$ cat config.mk
export PLATFORM = sky130hd
export DESIGN_NAME = adder_subtractor_16bit_overflow
export DESIGN_NICKNAME = d
export VERILOG_FILES = /design/src/rtl/adder_subtractor_16bit_overflow.sv
export SDC_FILE = /design/constraint.sdc
export NUM_CORES = 1
export LEC_CHECK = 0
export ABC_AREA = 1
export CORE_MARGIN = 3
export CORE_UTILIZATION = 40
export CTS_CLUSTER_DIAMETER = 60
export CTS_CLUSTER_SIZE = 40
export DETAILED_ROUTE_END_ITERATION = 12
export PLACE_DENSITY = 0.68
export RECOVER_POWER = 25
export REMOVE_ABC_BUFFERS = 1
export SYNTH_ARGS = -nofsm -noshare
export SYNTH_HDL_FRONTEND = slang
export SYNTH_SLANG_ARGS = --single-unit
$ cat constraint.sdc
create_clock -name clk -period 1 [get_ports clk]
set_clock_uncertainty 0.05 [all_clocks]
set_input_delay 0.2 -clock clk [delete_from_list [all_inputs] [get_ports clk]]
set_output_delay 0.2 -clock clk [all_outputs]
set_load 0.01 [all_outputs]
$ cat src/rtl/adder_subtractor_16bit_overflow.sv
// Registered two's-complement adder/subtractor with carry, signed/unsigned overflow, zero and negative flags.
// Latency 1 cycle, one result per cycle, no backpressure; outputs hold when in_valid=0.
module adder_subtractor_16bit_overflow #(
  parameter int WIDTH = 16
) (
  input  logic             clk,
  input  logic             rst,
  input  logic             in_valid,
  input  logic [WIDTH-1:0] a,
  input  logic [WIDTH-1:0] b,
  input  logic             sub,
  output logic             out_valid,
  output logic [WIDTH-1:0] result,
  output logic             carry_out,
  output logic             signed_overflow,
  output logic             unsigned_overflow,
  output logic             zero_flag,
  output logic             negative_flag
);

  localparam int MSB = WIDTH - 1;

  logic [WIDTH-1:0] eff_b;
  logic [WIDTH:0]   sum_d;
  logic             so_d;
  logic             uo_d;
  logic             z_d;

  logic             valid_q;
  logic [WIDTH-1:0] result_q;
  logic             carry_q;
  logic             so_q;
  logic             uo_q;
  logic             z_q;
  logic             n_q;

  // Subtraction reuses the adder: invert B and inject sub as carry-in.
  assign eff_b = b ^ {WIDTH{sub}};
  assign sum_d = {1'b0, a} + {1'b0, eff_b} + {{WIDTH{1'b0}}, sub};

  always_comb begin
    so_d = (a[MSB] == eff_b[MSB]) && (sum_d[MSB] != a[MSB]);
    uo_d = sum_d[WIDTH] ^ sub;
    z_d  = (sum_d[MSB:0] == '0);
  end

  // zero_flag resets to 0 even though result resets to 0: it tracks computed results only.
  always_ff @(posedge clk or posedge rst) begin
    if (rst) begin
      valid_q  <= 1'b0;
      result_q <= '0;
      carry_q  <= 1'b0;
      so_q     <= 1'b0;
      uo_q     <= 1'b0;
      z_q      <= 1'b0;
      n_q      <= 1'b0;
    end else begin
      valid_q <= in_valid;
      if (in_valid) begin
        result_q <= sum_d[MSB:0];
        carry_q  <= sum_d[WIDTH];
        so_q     <= so_d;
        uo_q     <= uo_d;
        z_q      <= z_d;
        n_q      <= sum_d[MSB];
      end
    end
  end

  assign out_valid         = valid_q;
  assign result            = result_q;
  assign carry_out         = carry_q;
  assign signed_overflow   = so_q;
  assign unsigned_overflow = uo_q;
  assign zero_flag         = z_q;
  assign negative_flag     = n_q;

endmodule

# Word-level counts from Yosys, hierarchy flattened
# Cells that the tools add are included.
totals:
  ff_bits: 22
  latchBits: 0
  ramBits: 0
  mem_bits_ro: 0
  input_bits: 36
  out_inout_bits: 22
  elab_cells: 15
  memories: 0
op_classes:
  n_addsub: 2
  n_mul: 0
  div: 0
  order_cmp: 0
  eq_ne: 2
  shift: 0
  muxes: 0
  n_bitwise: 2
  n_reduce_logical: 2
op_table:
  columns: ["operator", "count"]
  rows:
  - ["$add A16 B16 Y17", 1]
  - ["$add A17 B1 Y17", 1]
  - ["$logic_not A16 Y1", 1]
  - ["$xor A16 B16 Y16", 1]
  - ["$eq A1 B1 Y1", 1]
  - ["$logic_and A1 B1 Y1", 1]
  - ["$ne A1 B1 Y1", 1]
  - ["$xor A1 B1 Y1", 1]

# Depth between registers and ports, before layout
logic_depth:
  word_depth: 5
  depth_mapped: 17
  mapped_depth_nobuf: 17

# Worst setup path before layout
# Ideal clock, no wire load.
synth_timing:
  path_type: "input port to flip-flop"
  startpoint: "input sub"
  endpoint: "register z_q, in the netlist zero_flag"
  setup_time_ps: 124
  arrival_time_ps: 1829
  t_required_ps: 826
  slack_ps: -1003
  cell_stages: 14
  cell_sequence: "buf_6 buf_2 xor2_1 ha_1 nand2_1 inv_1 a21oi_2 nor2_1 nor2_1 nand2_2 nand2_1 nand2_1 nand3_1 o21bai_2"
synth_between:
  elab_chain_cells: 4
synth_rtl:
  columns: ["element", "line", "rtl"]
  rows:
  - ["from (decl)", "11", "input logic sub,"]
  - ["$xor A16 B16 Y16", "38", "assign eff_b = b ^ {WIDTH{sub}};"]
  - ["$add A16 B16 Y17", "39", "assign sum_d = {1'b0, a} + {1'b0, eff_b} + {{WIDTH{1'b0}}, sub};"]
  - ["$add A17 B1 Y17 *", "39", null]
  - ["$logic_not A16 Y1 *", "44", "z_d = (sum_d[MSB:0] == '0);"]
  - ["to (signal assigned)", "64", "z_q <= z_d;"]
  - ["to (decl)", "34", "logic z_q;"]
# Mark *: on every way between the ends. The rest lies on a longest branch, timed or not.
# A chain may end at the register's enable or synchronous reset.

# Worst setup path after layout
# Same ends and word-level chain as after synthesis.

==> metrics.cfg <==
[sta]
holdWs_ns = 0.3008
maxClockFrequency_mhz = 497.8
setup_ws_ns = -1.009
slew_viol_final = 0
worstMarginPinSlew_ns = 0.5071
fin_crit_sh_pct = 200.9
rsz0062_at_grt = true
setup_violations = 41
setup_tns_ns = -14.28
fin_crit_ns = 2.009
slew_headroom_pct = 66.19
hold_viol_final = 0

[route]
ant_nets = 0
first_pass_iters = 5
vias = 2627
drcViolationCount = 0
drt_iter0_drc = 123
wirelength_um = 7142
viasPerCell = 4.947
wl_per_cell_um = 13.45

[yosys]
syn_avg_cell_area_um2 = 6.623
synth_top_area_share_pct = 25.03
ys_top_cells_by_area = dfrtp_1, nand2_1, ha_1
synth.largest_area_cell = dfrtp_1
synth-seq-area-share_pct = 25.03
synth_cell_types = 31
netlist_instances = 317
yosysWarnings = 0
syn_area_um2 = 2100
ys_seq_elements = 21

[final_layout]
final_nets = 518
post-route-util_pct = 78.88
final_area_um2 = 3874
layout_common_cells = buf_4, nand2_1, nand2_2
mostFrequentLayoutCell = buf_4
antenna_cells = 0
drive_gt1_share_pct = 54.74
syn_to_final_growth_pct = 84.51

[run_status]
outcome = finished with violations
violations = negative setup slack

[floorplan]
die_h_um = 78.45
rows = 25
core_region_area_um2 = 4911
dieArea_um2 = 6154
start_util_pct = 42.75
io_pins = 58
die_x_um = 78.45

[global_routing]
grt_pass1_wl_um = 9915
overflow = 0
antenna_found_initial = 0
grt_max_degree = 27
grt_pass1_vias = 2324
track_usage_pct = 19.24

[setup_path]
arrival_ns = 2.15
start_kind = input pin
crit_fanout = 3
crit_required_ns = 1.14
cp-end-kind = register
criticalPathCategory = in -> reg

[placement]
place.gp.congestion = 0.8566
dp_slack_ns = -1.608
placed_area_um2 = 3169
hpwlAfterDp_um = 4302
portBuffers = 57

[clocking]
path_clk_slew_ns = 0.08
cts_buffer_depth = 2
cts_tree = built
clock_latency_ns = 0.26
htreeDepth = 1
numCtsBuffers = 3
root_buffer = clkbuf_8
clkSinkCount = 21

[power]
internal-power_mw = 2.945
power_frac_seq_pct = 22.0
p_switching_mw = 1.977
p_per_area_nw_per_um2 = 1271
ir_worst_vdd_v = 0.0007373
power.leakage_nw = 2.031
p_comb_share_pct = 66.8
switching_share_pct = 40.17
clkPwrFrac_pct = 11.2

[job]
maxCapViolCount = 0

[worst_hold_path]
hold_class = in -> reg

[routing by layer]
| layer | vias up | GRT usage [%] | wire (µm) |
|---|---|---|---|
| met5 | - | 0 | 0 |
| met4 | 0 | 4.371 | 335 |
| met3 | 30 | 0.8028 | 298 |
| met2 | 99 | 36.30 | 3718 |
| met1 | 1217 | 24.03 | 2789 |
| li1 | 1281 | - | - |
[worst max-delay path, cell delays in order]
cell and delay (ns):
buf_8 0.08, buf_6 0.11, buf_6 0.11, nand2_4 0.05
nand2_4 0.06, inv_2 0.05, fa_2 0.53, nand2_1 0.05
inv_1 0.07, nand3_1 0.06, nor2_1 0.16, nand2_1 0.10
nor2_2 0.11, nand3_2 0.08, nor2_2 0.12, nand3_2 0.09
o21bai_2 0.11
[layout make-up]
cell class                      count  area (µm²)
Inverter                           49       183.9
Clock buffer                        4       45.04
Multi-Input combinational cell    240        1802
Fill cell                         339        1037
Timing Repair Buffer              150        1234
Sequential cell                    21       525.5
Tap cell                           67       83.83
[synthesized netlist by cell type (all sizes together)]
master,number
nand3b,3
nand3,21
ha,16
o21ai,8
or2,1
a21oi,10
inv,49
fa,1
xnor2,2
dfrtp,21
buf,4
nor2,35
nand2,113
a31oi,9
nand4,3
xor2,14
and2,2
o21bai,2
clkbuf,3
[power by group through the flow]
stage	clock, mW	sequential, mW	combinational, mW
after floorplan	0	1.19	1.05
final	0.549	1.08	3.29
after CTS	0.554	1.08	2.73
after global routing	0.588	1.11	3.55
after detailed placement	0	1.11	2.41
after global placement	0	1.10	2.37
[metrics by stage]
stage / instances / power [mW]
floorplan: 310 / 2.236
global placement: 493 / 3.474
detailed placement: 493 / 3.517
CTS: 520 / 4.364
global route: 531 / 5.249
finish: 531 / 4.922
[sequential cells by signal, summed over array words and instances (netlist names)]
name and count:
result 16, out_valid 1, signed_overflow 1, carry_out 1, zero_flag 1, unsigned_overflow 1
[timing repair]
item / in CTS / in global routing
buffers inserted: 26 / 12
resized for setup: 205 / 63
pin swaps: 82 / 49
hold buffers: 0 / 0
endpoints found under the setup margin: 42 / 41
[path summary, 6_finish.rpt]
path,startpoint,to,slack (ns),cells past startpoint
worst min register to register,carry_out$_DFFE_PP0P_,carry_out$_DFFE_PP0P_,0.44,2
worst max register to register,zero_flag$_DFFE_PP0P_,zero_flag$_DFFE_PP0P_,0,4
worst max-delay path,sub,zero_flag$_DFFE_PP0P_,-1.01,17
max in group asynchronous,rst,result[8]$_DFFE_PP0P_,0.10,3
min in group asynchronous,rst,result[14]$_DFFE_PP0P_,0.45,3
worst min-delay path,b[0],result[0]$_DFFE_PP0P_,0.30,3
[kinds of logic after synthesis]
logic type               after synthesis  synth area share (%)
AND/OR/NAND/NOR                      178                 38.74
buffers and inverters                 56                 10.67
adder cells (fa/ha/maj)               17                 10.49
XOR/XNOR                              16                 6.675
flip-flops                            21                 25.03
AO/OA/AOI/OAI                         29                 8.402
No activity file was read; power rests on OpenSTA's default activity.
